<file path="config.mk">
export PLATFORM = sky130hd
export DESIGN_NAME = cga_mic_stack_ctl
export DESIGN_NICKNAME = d
export VERILOG_FILES = /design/src/rtl/cga_mic_stack_ctl.sv
export SDC_FILE = /design/constraint.sdc
export NUM_CORES = 1
export LEC_CHECK = 0
export ABC_CLOCK_PERIOD_IN_PS = 2200
export CAP_MARGIN = 20
export CORE_MARGIN = 3
export CORE_UTILIZATION = 50
export CTS_BUF_LIST = sky130_fd_sc_hd__clkbuf_2 sky130_fd_sc_hd__clkbuf_4 sky130_fd_sc_hd__clkbuf_8
export CTS_CLUSTER_DIAMETER = 80
export DETAILED_ROUTE_END_ITERATION = 6
export GPL_TIMING_DRIVEN = 0
export MAX_ROUTING_LAYER = met4
export PLACE_DENSITY = 0.8
export SYNTH_ARGS = -nofsm -noshare
export SYNTH_HDL_FRONTEND = slang
export SYNTH_SLANG_ARGS = --single-unit
export TNS_END_PERCENT = 1
</file>
<file path="constraint.sdc">
create_clock -name MCLK -period 2.2 [get_ports MCLK]
set_clock_uncertainty 0.1 [all_clocks]
set_input_delay 0.22 -clock MCLK [delete_from_list [all_inputs] [get_ports MCLK]]
set_output_delay 0.22 -clock MCLK [all_outputs]
set_load 0.1 [all_outputs]
</file>
<file path="src/rtl/cga_mic_stack_ctl.sv">
// cga_mic_stack_ctl
// Sequencer for the 4-deep microprogram return stack built from 16 bit-slices.
// Each accepted PUSH / POP / REPLACE runs for two cycles. In SETUP the slice
// selects are driven. In SHIFT the stack clock is enabled. This keeps the
// selects stable before the shift edge.
//
// Ports:
//   MCLK       system clock, rising edge
//   RST        synchronous active-high reset
//   CMD_VALID  command request
//   CMD        00 NOP, 01 PUSH, 10 POP, 11 REPLACE top
//   CMD_READY  controller idle; accept on CMD_VALID & CMD_READY
//   DONE       one-cycle pulse in the SHIFT cycle of a non-NOP command
//   CLRFLG     clears OVF / UNF (a coincident set wins)
//   S3, S3N    shift-up select and its complement
//   S4S3N      top entry from STIN
//   S4NS3N     top entry recirculates STOUT
//   LOAD       parallel load (1) / serial shift from SI (0)
//   SCLKEN     one-cycle enable for the stack clock
//   DEPTH      occupancy 0..DEPTH_MAX
//   EMPTY      DEPTH == 0
//   FULL       DEPTH == DEPTH_MAX
//   OVF        sticky: push attempted while FULL
//   UNF        sticky: pop attempted while EMPTY
module cga_mic_stack_ctl #(
    parameter int DEPTH_MAX = 4,
    parameter int CNTW      = 3
) (
    input  logic            MCLK,
    input  logic            RST,
    input  logic            CMD_VALID,
    input  logic [1:0]      CMD,
    output logic            CMD_READY,
    output logic            DONE,
    input  logic            CLRFLG,
    output logic            S3,
    output logic            S3N,
    output logic            S4S3N,
    output logic            S4NS3N,
    output logic            LOAD,
    output logic            SCLKEN,
    output logic [CNTW-1:0] DEPTH,
    output logic            EMPTY,
    output logic            FULL,
    output logic            OVF,
    output logic            UNF
);

    typedef enum logic [1:0] {
        ST_IDLE,
        ST_SETUP,
        ST_SHIFT
    } state_t;

    typedef enum logic [1:0] {
        OP_NOP  = 2'b00,
        OP_PUSH = 2'b01,
        OP_POP  = 2'b10,
        OP_REPL = 2'b11
    } op_t;

    localparam logic [CNTW-1:0] DMAX = CNTW'(DEPTH_MAX);

    // Select bundle order: {S3, S3N, S4S3N, S4NS3N, LOAD}
    localparam logic [4:0] SEL_HOLD = 5'b01011;
    localparam logic [4:0] SEL_PUSH = 5'b01100;
    localparam logic [4:0] SEL_POP  = 5'b10001;
    localparam logic [4:0] SEL_REPL = 5'b01101;

    state_t          state;
    op_t             op_q;
    logic [CNTW-1:0] depth_nxt;
    logic            ovf_set;
    logic            unf_set;

    // Occupancy and flag effects of the command now in SHIFT. They are
    // committed at the edge that closes SHIFT.
    always_comb begin
        depth_nxt = DEPTH;
        ovf_set   = 1'b0;
        unf_set   = 1'b0;
        if (state == ST_SHIFT) begin
            case (op_q)
                OP_PUSH: begin
                    if (FULL) ovf_set = 1'b1;
                    else      depth_nxt = DEPTH + 1'b1;
                end
                OP_POP: begin
                    if (EMPTY) unf_set = 1'b1;
                    else       depth_nxt = DEPTH - 1'b1;
                end
                OP_REPL: begin
                    if (EMPTY) depth_nxt = CNTW'(1);
                end
                default: ;
            endcase
        end
    end

    always_ff @(posedge MCLK) begin
        if (RST) begin
            state     <= ST_IDLE;
            op_q      <= OP_NOP;
            {S3, S3N, S4S3N, S4NS3N, LOAD} <= SEL_HOLD;
            SCLKEN    <= 1'b0;
            DONE      <= 1'b0;
            CMD_READY <= 1'b1;
            DEPTH     <= '0;
            EMPTY     <= 1'b1;
            FULL      <= 1'b0;
            OVF       <= 1'b0;
            UNF       <= 1'b0;
        end else begin
            case (state)
                ST_IDLE: begin
                    if (CMD_VALID && (CMD != OP_NOP)) begin
                        state     <= ST_SETUP;
                        op_q      <= op_t'(CMD);
                        CMD_READY <= 1'b0;
                        case (CMD)
                            OP_PUSH: {S3, S3N, S4S3N, S4NS3N, LOAD} <= SEL_PUSH;
                            OP_POP:  {S3, S3N, S4S3N, S4NS3N, LOAD} <= SEL_POP;
                            default: {S3, S3N, S4S3N, S4NS3N, LOAD} <= SEL_REPL;
                        endcase
                    end
                end
                ST_SETUP: begin
                    state  <= ST_SHIFT;
                    DONE   <= 1'b1;
                    // A pop on an empty stack still sequences, but the
                    // slices must not shift.
                    SCLKEN <= !((op_q == OP_POP) && EMPTY);
                end
                ST_SHIFT: begin
                    state     <= ST_IDLE;
                    DONE      <= 1'b0;
                    SCLKEN    <= 1'b0;
                    CMD_READY <= 1'b1;
                    {S3, S3N, S4S3N, S4NS3N, LOAD} <= SEL_HOLD;
                end
                default: begin
                    state     <= ST_IDLE;
                    DONE      <= 1'b0;
                    SCLKEN    <= 1'b0;
                    CMD_READY <= 1'b1;
                    {S3, S3N, S4S3N, S4NS3N, LOAD} <= SEL_HOLD;
                end
            endcase

            DEPTH <= depth_nxt;
            EMPTY <= (depth_nxt == '0);
            FULL  <= (depth_nxt == DMAX);
            // Set has priority over a coincident clear.
            OVF   <= ovf_set | (OVF & ~CLRFLG);
            UNF   <= unf_set | (UNF & ~CLRFLG);
        end
    end

endmodule

</file>
==> impl_metrics.csv <==
group,metric,value,unit
pwr,peakVddDrop,0.5648,mV
detailed_routing,drt_pass1_iterations,4,
job,max_cap_violations,0,
die,start_util,55.65,%
sta,rsz0062_at_grt,"false",
cts,cts_buffers,3,
critical_path,worst_ep_required_time,1.88,ns
critical_path,crit_path_start,"DEPTH[1]",
synthesis,ys_warn_count,0,
cells_and_area,filler_cell_count,135,
cells_and_area,seq_area,366.6,µm²
place,globalplace.congestion,0.8780,
cts,clockBufferDepth,2,
cells_and_area,multi_input_area,478.0,µm²
critical_path,worstSetupPathType,"register to output port",
detailed_routing,ant_nets,0,
critical_path,r2r-end,"EMPTY",
synthesis,synth_fp_nets,112,
detailed_routing,wl_met3,86,µm
sta,period_needed,2.130,ns
place,dp_hpwl,1403,µm
pwr,p_leak,0.0004605,µW
sta,slew_headroom,34.53,%
synthesis,synthCells,103,
critical_path,crit_cells,1,
sta,final_hold_viol_count,0,
critical_path,crit_path_max_fanout,5,
sta,drv_slew,0,
cts,cts_tree,"done",
critical_path,worst-endpoint-arrival,1.81,ns
cells_and_area,largest-register,"DEPTH",
global_route,grt_pass1_wl,2987,µm
synthesis,syn_area,887.1,µm²
synthesis,synth.avg_cell_area,8.613,µm²
die,die_w,48.12,µm
sta,min_period_over_period,96.80,%
synthesis,ys_ff_latch,18,
global_route,grt_pass1_vias,710,
sta,setup_violations,0,
die,rows,14,
status,status,"finished, final reports clean",
detailed_routing,routed.top_layer,"met4",
detailed_routing,drc_errors,0,
detailed_routing,drt-total-wl,1824,µm
sta,finalSetupTns,0,ns
place,port_buffers,19,
hold_path,hold_path.class,"input pin to register",
place,place_ws,0.2521,ns
critical_path,path_delay_family,"buffers and inverters",
cells_and_area,num_antenna_cells,0,
critical_path,path_cells,"clkdlybuf4s50_1",
cells_and_area,utilization,71.82,%
cts,clock-root-buffer,"clkbuf_4",
sta,fmax,0.4696,GHz
critical_path,path_buf_inv,1,
pwr,power_density,631.6,nW/µm²
cts,cts_max_level,1,
detailed_routing,met2_length,872,µm
critical_path,reg2reg_depth,7,
global_route,overflow,0,
critical_path,slowest_delay,1.14,ns
synthesis,yosysUniqueCellTypes,38,
cts,insertion_delay,0.29,ns
die,io_pins,21,
critical_path,startpoint_type,"register",
global_route,grt_usage,19.06,%
cts,cts.sinks,18,
cells_and_area,largest_register_ffs,3,
die,fp.dieH,48.12,µm
cells_and_area,fin_nets,136,
critical_path,r2r-start,"DEPTH[0]",
die,die_area,2316,µm²
cts,cts.clk_slew.worst_paths,0.10,ns
global_route,grt_max_degree,11,
global_route,grt_antenna_before_repair,0,
critical_path,cp_slowest_cell,"clkdlybuf4s50_1",
synthesis,ys_seq_area_share,40.62,%
cells_and_area,reg_top3,"DEPTH (3), op_q (2), state (2)",
cells_and_area,drive_gt1_share,13.49,%
critical_path,crit_end,"DEPTH[1]",
cells_and_area,syn2layout_area_growth,29.06,%
detailed_routing,avgViaCountPerCell,5.320,
detailed_routing,vias,798,
sta,tightest_slew,0.9790,ns
detailed_routing,wl_per_cell,12.16,µm
critical_path,r2r_slack,0.34,ns
cells_and_area,most-common-layout-cells,"dfxtp_1, clkdlybuf4s50_1, nand2_1",
critical_path,end_kind,"output port",
detailed_routing,first_iter_violations,15,
sta,finalWorstSetupSlack,0.07048,ns
detailed_routing,wl_met1,833,µm
die,core,1594,µm²
[per-layer routing]
| metal | global-route usage, % | vias to the layer above |
|---|---|---|
| met2 | 31.66 | 22 |
| met5 | - | - |
| met4 | 8.065 | 0 |
| met1 | 23.20 | 362 |
| met3 | 2.214 | 4 |
| li1 | - | 410 |
[kinds of logic after synthesis]
group / Yosys count / synth area share (%)
simple gates: 45 / 26.94
compound gates: 26 / 20.45
fa+ha+maj: 3 / 4.232
flops: 18 / 40.62
buf+inv: 9 / 5.500
mux: 2 / 2.257
[final cells by class]
class | instances | share of cell area, %
inverters | 5 | 1.639
plain buffers | 4 | 2.623
repair buffers | 19 | 16.72
clock buffers | 4 | 2.623
well taps | 24 | 2.623
multi-input cells | 76 | 41.75
flip-flops and latches | 18 | 32.02
[cells in the mapped netlist]
cell / n / area (µm²)
o31ai_2: 1 / 12.51
o22ai_1: 1 / 6.260
inv_1: 5 / 18.77
a21oi_1: 9 / 45.04
buf_6: 1 / 11.26
or2_2: 3 / 18.77
o31a_1: 1 / 8.760
a31oi_1: 1 / 6.260
nor2b_1: 4 / 25.02
a22oi_1: 1 / 7.510
o211ai_1: 1 / 7.510
a32oi_1: 1 / 8.760
buf_4: 2 / 15.01
and2b_2: 1 / 8.760
clkbuf_1: 1 / 3.750
or2b_1: 1 / 7.510
nand4b_1: 1 / 8.760
a311oi_1: 1 / 8.760
and2b_1: 2 / 15.01
nor3_1: 2 / 10.01
a211oi_2: 1 / 12.51
o21ai_0: 1 / 5.000
nand2b_1: 3 / 18.77
nand2_1: 10 / 37.54
a211oi_1: 2 / 15.01
nand3_1: 3 / 15.01
o21ai_1: 1 / 5.000
nor2_1: 9 / 33.78
a31o_1: 1 / 8.760
a21o_1: 1 / 7.510
ha_1: 3 / 37.54
and3b_1: 1 / 8.760
dfxtp_1: 18 / 360.4
o31ai_1: 1 / 7.510
and2_1: 3 / 18.77
mux2i_1: 2 / 20.02
a221oi_1: 1 / 8.760
or3_1: 2 / 12.51
[worst min path at each step]
stage / from / endpoint / slack (ns) / depth (start not counted)
2_1_floorplan: CLRFLG / OVF / 0.29 / 3
3_3_place_gp: S3 / S3 / 0.33 / 2
3_5_place_dp: S3 / S3 / 0.34 / 2
4_1_cts: RST / UNF / 0.19 / 2
5_1_grt: RST / OVF / 0.26 / 2
6_report: RST / UNF / 0.19 / 2
[power by group]
| group | leakage [µW] | switching [µW] | internal (µW) | total [µW] |
|---|---|---|---|---|
| logic | 0.000294 | 134 | 56.4 | 190 |
| clock network | 0.0000184 | 96.9 | 82.7 | 180 |
| registers | 0.000148 | 13.2 | 340 | 353 |
[stage by stage]
stage / std cells / hold WS, ns / power, µW / cell area [µm²]
after floorplan: 103 / 0.2901 / 507.2 / 893.4
after global placement: 146 / 0.3339 / 549.0 / 1114
after detailed placement: 146 / 0.3372 / 551.7 / 1114
after CTS: 150 / 0.1899 / 726.3 / 1140
after global routing: 150 / 0.2556 / 750.4 / 1145
final: 150 / 0.1881 / 723.1 / 1145
[what timing repair did]
action | in CTS | in global routing
cloned | 0 | 0
pin swaps | 0 | 0
buffers inserted | 0 | 0
setup endpoints to repair | 2 | 2
hold buffers | 0 | 0
gates resized for setup | 2 | 2
No activity file was read; power rests on OpenSTA's default activity.
